$ cat config.mk
export PLATFORM = sky130hd
export DESIGN_NAME = dps_req_arbiter
export DESIGN_NICKNAME = d
export VERILOG_FILES = /design/src/rtl/dps_req_arbiter.sv
export SDC_FILE = /design/constraint.sdc
export NUM_CORES = 1
export LEC_CHECK = 0
export CAP_MARGIN = 20
export CORE_MARGIN = 3
export CORE_UTILIZATION = 35
export DETAILED_ROUTE_END_ITERATION = 7
export PLACE_DENSITY_LB_ADDON = 0.1
export SLEW_MARGIN = 20
export SYNTH_ARGS = -nofsm -noshare
export SYNTH_HDL_FRONTEND = slang
export SYNTH_SLANG_ARGS = --single-unit
$ cat constraint.sdc
create_clock -name iCLOCK -period 2.2 [get_ports iCLOCK]
set_input_delay 0.44 -clock iCLOCK [delete_from_list [all_inputs] [get_ports iCLOCK]]
set_output_delay 0.44 -clock iCLOCK [all_outputs]
set_load 0.02 [all_outputs]
$ cat src/rtl/dps_req_arbiter.sv
// Round-robin two-port front end for the single DPS request port.
// One transaction in flight; read responses return to the owning port, with a watchdog on reads.
module dps_req_arbiter #(
    parameter logic [15:0] P_TIMEOUT = 16'd1024
) (
    input  logic        iCLOCK,
    input  logic        inRESET,
    input  logic        iREQ0_VALID,
    output logic        oREQ0_BUSY,
    input  logic        iREQ0_RW,
    input  logic [31:0] iREQ0_ADDR,
    input  logic [31:0] iREQ0_DATA,
    output logic        oREQ0_VALID,
    output logic [31:0] oREQ0_DATA,
    input  logic        iREQ1_VALID,
    output logic        oREQ1_BUSY,
    input  logic        iREQ1_RW,
    input  logic [31:0] iREQ1_ADDR,
    input  logic [31:0] iREQ1_DATA,
    output logic        oREQ1_VALID,
    output logic [31:0] oREQ1_DATA,
    output logic        oDPS_REQ,
    input  logic        iDPS_BUSY,
    output logic        oDPS_RW,
    output logic [31:0] oDPS_ADDR,
    output logic [31:0] oDPS_DATA,
    input  logic        iDPS_VALID,
    input  logic [31:0] iDPS_DATA,
    output logic        oTIMEOUT
);
    // state   | meaning
    // IDLE    | waiting for a request; only state that accepts
    // ISSUE   | request presented to DPS until it is not busy
    // RD_WAIT | read issued, waiting for data or watchdog expiry
    typedef enum logic [1:0] {ST_IDLE, ST_ISSUE, ST_RD_WAIT} state_t;

    state_t      state_q, state_d;
    logic        owner_q, owner_d;
    logic        last_q, last_d;
    logic        rw_q, rw_d;
    logic [31:0] addr_q, addr_d;
    logic [31:0] wdata_q, wdata_d;
    logic [15:0] cnt_q, cnt_d;
    logic        rsp0_valid_q, rsp0_valid_d;
    logic        rsp1_valid_q, rsp1_valid_d;
    logic [31:0] rsp0_data_q, rsp0_data_d;
    logic [31:0] rsp1_data_q, rsp1_data_d;
    logic        tout_q, tout_d;

    logic        idle;
    logic        acc0, acc1;
    logic        rsp_fire;
    logic [31:0] rsp_word;

    // On a tie the port that was not granted last wins.
    assign idle       = (state_q == ST_IDLE);
    assign oREQ0_BUSY = !idle || (iREQ1_VALID && !last_q);
    assign oREQ1_BUSY = !idle || (iREQ0_VALID && last_q);
    assign acc0       = iREQ0_VALID && !oREQ0_BUSY;
    assign acc1       = iREQ1_VALID && !oREQ1_BUSY;

    always_comb begin
        state_d      = state_q;
        owner_d      = owner_q;
        last_d       = last_q;
        rw_d         = rw_q;
        addr_d       = addr_q;
        wdata_d      = wdata_q;
        cnt_d        = cnt_q;
        tout_d       = 1'b0;
        rsp_fire     = 1'b0;
        rsp_word     = 32'h0;
        case (state_q)
            ST_IDLE: begin
                if (acc0 || acc1) begin
                    owner_d = acc1;
                    last_d  = acc1;
                    rw_d    = acc1 ? iREQ1_RW   : iREQ0_RW;
                    addr_d  = acc1 ? iREQ1_ADDR : iREQ0_ADDR;
                    wdata_d = acc1 ? iREQ1_DATA : iREQ0_DATA;
                    state_d = ST_ISSUE;
                end
            end
            ST_ISSUE: begin
                if (!iDPS_BUSY) begin
                    if (rw_q) begin
                        state_d = ST_IDLE;
                    end else begin
                        cnt_d   = 16'd0;
                        state_d = ST_RD_WAIT;
                    end
                end
            end
            ST_RD_WAIT: begin
                // Real data beats the watchdog when both land in the same cycle.
                if (iDPS_VALID) begin
                    rsp_fire = 1'b1;
                    rsp_word = iDPS_DATA;
                    state_d  = ST_IDLE;
                end else if (cnt_q == P_TIMEOUT - 16'd1) begin
                    rsp_fire = 1'b1;
                    rsp_word = 32'hFFFF_FFFF;
                    tout_d   = 1'b1;
                    state_d  = ST_IDLE;
                end else begin
                    cnt_d = cnt_q + 16'd1;
                end
            end
            default: state_d = ST_IDLE;
        endcase

        rsp0_valid_d = rsp_fire && !owner_q;
        rsp1_valid_d = rsp_fire && owner_q;
        rsp0_data_d  = (rsp_fire && !owner_q) ? rsp_word : rsp0_data_q;
        rsp1_data_d  = (rsp_fire && owner_q)  ? rsp_word : rsp1_data_q;
    end

    always_ff @(posedge iCLOCK or negedge inRESET) begin
        if (!inRESET) begin
            state_q      <= ST_IDLE;
            owner_q      <= 1'b0;
            last_q       <= 1'b1;
            rw_q         <= 1'b0;
            addr_q       <= 32'h0;
            wdata_q      <= 32'h0;
            cnt_q        <= 16'd0;
            rsp0_valid_q <= 1'b0;
            rsp1_valid_q <= 1'b0;
            rsp0_data_q  <= 32'h0;
            rsp1_data_q  <= 32'h0;
            tout_q       <= 1'b0;
        end else begin
            state_q      <= state_d;
            owner_q      <= owner_d;
            last_q       <= last_d;
            rw_q         <= rw_d;
            addr_q       <= addr_d;
            wdata_q      <= wdata_d;
            cnt_q        <= cnt_d;
            rsp0_valid_q <= rsp0_valid_d;
            rsp1_valid_q <= rsp1_valid_d;
            rsp0_data_q  <= rsp0_data_d;
            rsp1_data_q  <= rsp1_data_d;
            tout_q       <= tout_d;
        end
    end

    assign oDPS_REQ    = (state_q == ST_ISSUE);
    assign oDPS_RW     = rw_q;
    assign oDPS_ADDR   = addr_q;
    assign oDPS_DATA   = wdata_q;
    assign oREQ0_VALID = rsp0_valid_q;
    assign oREQ1_VALID = rsp1_valid_q;
    assign oREQ0_DATA  = rsp0_data_q;
    assign oREQ1_DATA  = rsp1_data_q;
    assign oTIMEOUT    = tout_q;

endmodule

* Word level (Yosys, flattened, before mapping)
Index checks and enable logic that the tools add are counted.
** Operators by class
- Mux-type cells :: 22
- Add/subtract/negate cells :: 1
- Equality and inequality tests :: 9
- Reduce and logical (&&, ||, !) cells :: 19
** Operators by type and width (number)
- two-way mux 32 bit :: 5
- two-way mux 16 bit :: 4
- one-hot mux 16 bit (2 select lines) :: 1
- adder 16 x 1 -> 16 bit (second input constant) :: 1
- == test 16 x 10 -> 1 bit (second input constant) :: 1
- two-way mux 2 bit :: 5
- != test 2 bit (second input constant) :: 4
- logical AND 1 bit :: 6
- two-way mux 1 bit :: 6
- one-hot mux 2 bit (3 select lines) :: 1
- zero test 1 bit :: 5
- AND reduction 5 bit :: 1
- logical OR 1 bit :: 3
- != test 3 bit (second input constant) :: 1
- AND reduction 3 bit :: 1
- == test 2 x 1 -> 1 bit (second input constant) :: 1
- == test 2 bit (second input constant) :: 1
- zero test 2 bit :: 1
- != test 2 x 1 -> 1 bit (second input constant) :: 1
- AND reduction 2 bit :: 1
- nonzero test 2 bit :: 1
** Storage, ports and cells
- Register bits :: 152
- Bits of input ports :: 168
- Logic and storage cells :: 63
- Output and inout port bits :: 135

* Logic depth before layout (Yosys ltp)
- Word-level depth :: 8
- Gate-level depth with buffers :: 7
- Gate-level depth less buffers :: 5

* Least setup slack after synthesis
OpenSTA, ideal clock, no wires.
- Kind :: flip-flop to flip-flop
- Start :: register cnt_q[0]
- End :: register cnt_q[0]
- Library setup time :: 0.079 ns
- Stages on the path, launching flop included :: 7
- Buffers on the path :: 1
- Clock period less this slack :: 1.725 ns
- Setup slack :: 0.475 ns
- Required time :: 2.121 ns
- Arrival time :: 1.646 ns
- Path through :: dfrtp_1 > ha_1 > and4_1 > and4_2 > buf_2 > nor2_1 > mux2i_1
** Between the ends
- Word-level cells in the longest chain between the ends :: 4
- Elaborated cells between the ends (all ways) :: 7
- Classes of those cells :: add/sub (1); eq/ne (2); mux (3); reduce/logical (1)
** RTL lines
- start: declaration :: RTL line 43 : logic [15:0] cnt_q, cnt_d;
- start signal: assignment :: RTL line 139 : cnt_q <= cnt_d;
- adder 16 x 1 -> 16 bit :: RTL line 106 : cnt_d = cnt_q + 16'd1;
- two-way mux 16 bit :: RTL line 100 : end else if (cnt_q == P_TIMEOUT - 16'd1) begin
- two-way mux 16 bit :: RTL line 96 : if (iDPS_VALID) begin
- one-hot mux 16 bit (2 select lines) :: RTL line 73 : case (state_q)
Parallel ways exist; a longest one is shown, timed or not. The select of a mux whose other input is x is not followed.
A chain may end at the register's enable or synchronous reset.

* Worst setup path in the final report
- Start :: register cnt_q[0]
- End :: register rsp1_data_q[9], in the netlist oREQ1_DATA[9]
** Between the ends
- Word-level cells in the longest chain between the ends :: 5
- Elaborated cells between the ends (all ways) :: 8
- Classes of those cells :: eq/ne (1); mux (6); reduce/logical (1)
** RTL lines
- == test 16 x 10 -> 1 bit * :: RTL line 100
- two-way mux 1 bit :: RTL line 100
- two-way mux 1 bit :: RTL line 96
- two-way mux 1 bit :: RTL line 73
- logical AND 1 bit :: RTL line 115 : rsp1_data_d = (rsp_fire && owner_q) ? rsp_word : rsp1_data_q;
- end signal: assignment :: RTL line 143 : rsp1_data_q <= rsp1_data_d;
- end: declaration :: RTL line 47 : logic [31:0] rsp1_data_q, rsp1_data_d;
Mark *: on every way between the ends. The rest lies on a longest branch, timed or not.

==> results.json <==
{
  "cts_root_buf": "clkbuf_16",
  "ys_seq_area_share_pct": 58.5,
  "yosysWarningCount": 0,
  "antenna_found_initial": 1,
  "num_vias": 5545,
  "ir_worst_vdd_v": 0.000513,
  "cts.clk_slew.worst_paths_ns": 0.06,
  "clock_latency_ns": 0.41,
  "dieArea_sq_um": 20300,
  "max_cap_viol_count": 0,
  "crit_type": "register to register",
  "port_buffers": 302,
  "ys_ff_latch": 152,
  "status": "completed",
  "dpl.hpwl_microns": 15400,
  "grt_pass1_vias": 5819,
  "rsz0062_at_grt": "false",
  "routabilityCongestion": 0.837,
  "required_ns": 2.54,
  "clock_tree.buffer_depth": 2,
  "diodes": 0,
  "hold_class": "register to register",
  "cp_slowest_cell": "nor3_4",
  "io_pins": 303,
  "total_power_mw": 14.9,
  "ys_async_sr_fraction_pct": 100,
  "die_h_microns": 142,
  "fin_area_sq_um": 10500,
  "synthToLayoutAreaGrowth_pct": 61.2,
  "synth_cell_types": 42,
  "numCtsBuffers": 17,
  "setup-tns-final_ns": 0,
  "synthFlopType": "dfrtp_1",
  "firstDrtPassIters": 5,
  "cp_cell_sequence": "ha_1 > and4_1 > a41oi_4 > nor3_4 > buf_12 > o22a_1",
  "critPathMaxFanout": 23,
  "finalCriticalPeriod_ns": 2.05,
  "critPathTopFamily": "simple AND/OR/NAND/NOR gates",
  "grt_max_degree": 50,
  "final_nets": 1031,
  "wirelength_microns": 20100,
  "synth_area_sq_um": 6500,
  "grt_pass1_wl_microns": 31800,
  "fillCellCount": 1479,
  "setup_viol": 0,
  "wire_per_inst_microns": 18.3,
  "slew_headroom_pct": 62.0,
  "max_clock_freq_mhz": 489,
  "synth_top_area_share_pct": 58.1,
  "grt-ovfl-total": 0,
  "initial_utilization_pct": 36.0,
  "drc_errors": 0,
  "clock_sinks": 152,
  "tightest_slew_ns": 0.568,
  "core.rowCount": 49,
  "vias_per_cell": 5.03,
  "worst-path-buf-inv": 1,
  "holdWs_ns": 0.504,
  "power.density_nw_per_um2": 1420,
  "critPathArrivalTime_ns": 2.39,
  "synth-edff-count": 0,
  "final-hold-violation-count": 0,
  "slew_viol_final": 0,
  "core_area_sq_um": 18100,
  "yosys-top-cells-count": "dfrtp_1, mux2i_1, nor2_1, a21oi_1, o22a_1",
  "track_usage_pct": 20.1,
  "synth_largest_area_cell": "dfrtp_1",
  "synth_most_common_cell": "dfrtp_1",
  "syn_nets": 722,
  "htreeDepth": 4,
  "die_w_microns": 142,
  "synthTopCellsByArea": "dfrtp_1, mux2i_1, o22a_1",
  "drtAntennaViolNets": 0,
  "placed_area_sq_um": 9930,
  "worstSetupEndpointType": "register",
  "drive_gt1_share_pct": 7.90,
  "period_share_pct": 93.0,
  "start_kind": "register",
  "max_stage_delay_ns": 0.48,
  "dp_slack_ns": -0.0181,
  "clock_skew_ns": 0.00912,
  "p_leak_nw": 4.53,
  "cts_tree": "done",
  "synthCells": 553,
  "synth_area_per_cell_sq_um": 11.8,
  "layout_setup_ws_ns": 0.154,
  "drt_iter0_markers": 233
}
==> registers in the layout, indices dropped and copies added, names as in the netlist <==
signal	count
owner_q	1
oREQ1_VALID	1
oREQ1_DATA	32
oREQ0_DATA	32
last_q	1
cnt_q	16
state_q	2
oTIMEOUT	1
oDPS_DATA	32
oDPS_ADDR	32
oREQ0_VALID	1
oDPS_RW	1
==> metrics by stage <==
step	instances	util, %
floorplan	553	-
finish	1102	58.0
detailed placement	1071	54.9
global placement	1071	54.9
CTS	1102	58.0
global route	1102	58.0
==> cell usage in the layout, fill, tap and decap left out, types with 3 or more instances in the layout <==
| master | instances |
|---|---|
| a21oi_1 | 67 |
| nand3_1 | 9 |
| dfrtp_1 | 151 |
| nor2_1 | 70 |
| mux2i_1 | 72 |
| clkbuf_16 | 17 |
| buf_12 | 10 |
| o21ai_0 | 5 |
| inv_1 | 6 |
| clkdlybuf4s50_1 | 298 |
| nand2_1 | 16 |
| a31oi_1 | 4 |
| and3_1 | 3 |
| o22a_1 | 58 |
| clkinv_4 | 3 |
| o211ai_1 | 4 |
| buf_4 | 15 |
| nor3_1 | 6 |
| dlygate4sd2_1 | 3 |
| nand4_1 | 6 |
| and4_1 | 3 |
| o22a_2 | 6 |
==> power by group <==
part	switching (mW)	leakage [nW]	internal [mW]	total (mW)
sequential	0.787	1.76	4.07	4.86
combinational	3.69	2.51	3.67	7.36
clock	1.12	0.263	1.58	2.70
total	5.60	4.53	9.32	14.9
==> path summary, 6_finish.rpt <==
kind | start | depth (start not counted) | to | slack (ns)
min in group asynchronous | inRESET | 2 | oREQ1_DATA[4] | 0.55
worst max-delay path | cnt_q[0] | 6 | oREQ1_DATA[9] | 0.15
max in group asynchronous | inRESET | 3 | last_q | 1.00
worst max register to register | cnt_q[0] | 6 | oREQ1_DATA[9] | 0.15
worst min-delay path | oREQ1_DATA[17] | 1 | oREQ1_DATA[17] | 0.50
worst min register to register | oREQ1_DATA[17] | 1 | oREQ1_DATA[17] | 0.50
==> repair_timing <==
item / in CTS / in global routing
hold endpoints to repair: 45 / 0
buffers inserted: 0 / 0
hold buffers: 1 / 0
endpoints found under the setup margin: 3 / 0
gates resized for setup: 3 / 0
==> final cells by class <==
cell class                      instances  area, sq um  area share (%)
Sequential cell                       152         3800            36.3
Timing Repair Buffer                  328         3340            31.9
Multi-Input combinational cell        357         2480            23.7
Clock buffer                           20          447            4.26
Tap cell                              229          287            2.73
Clock inverter                         10         98.8           0.943
Inverter                                6         22.5           0.215
==> layer usage <==
layer / vias to the layer above / share of wire [%] / routed length, microns / GRT usage, %
met4: 2 / 2.3 / 464 / 6.10
met3: 30 / 7.4 / 1480 / 7.09
met2: 209 / 52 / 10500 / 34.7
li1: 2633 / - / - / -
met1: 2671 / 38 / 7680 / 23.6
met5: - / 0.040 / 8 / 0
==> kinds of logic after synthesis <==
family | count (synthesis) | synth area share [%]
AO/OA/AOI/OAI | 153 | 16.5
multiplexers | 72 | 11.1
adder cells (fa/ha/maj) | 1 | 0.192
buffers and inverters | 44 | 3.64
flip-flops | 152 | 58.5
AND/OR/NAND/NOR | 131 | 10.1
Power figures use the tool's default switching activity.
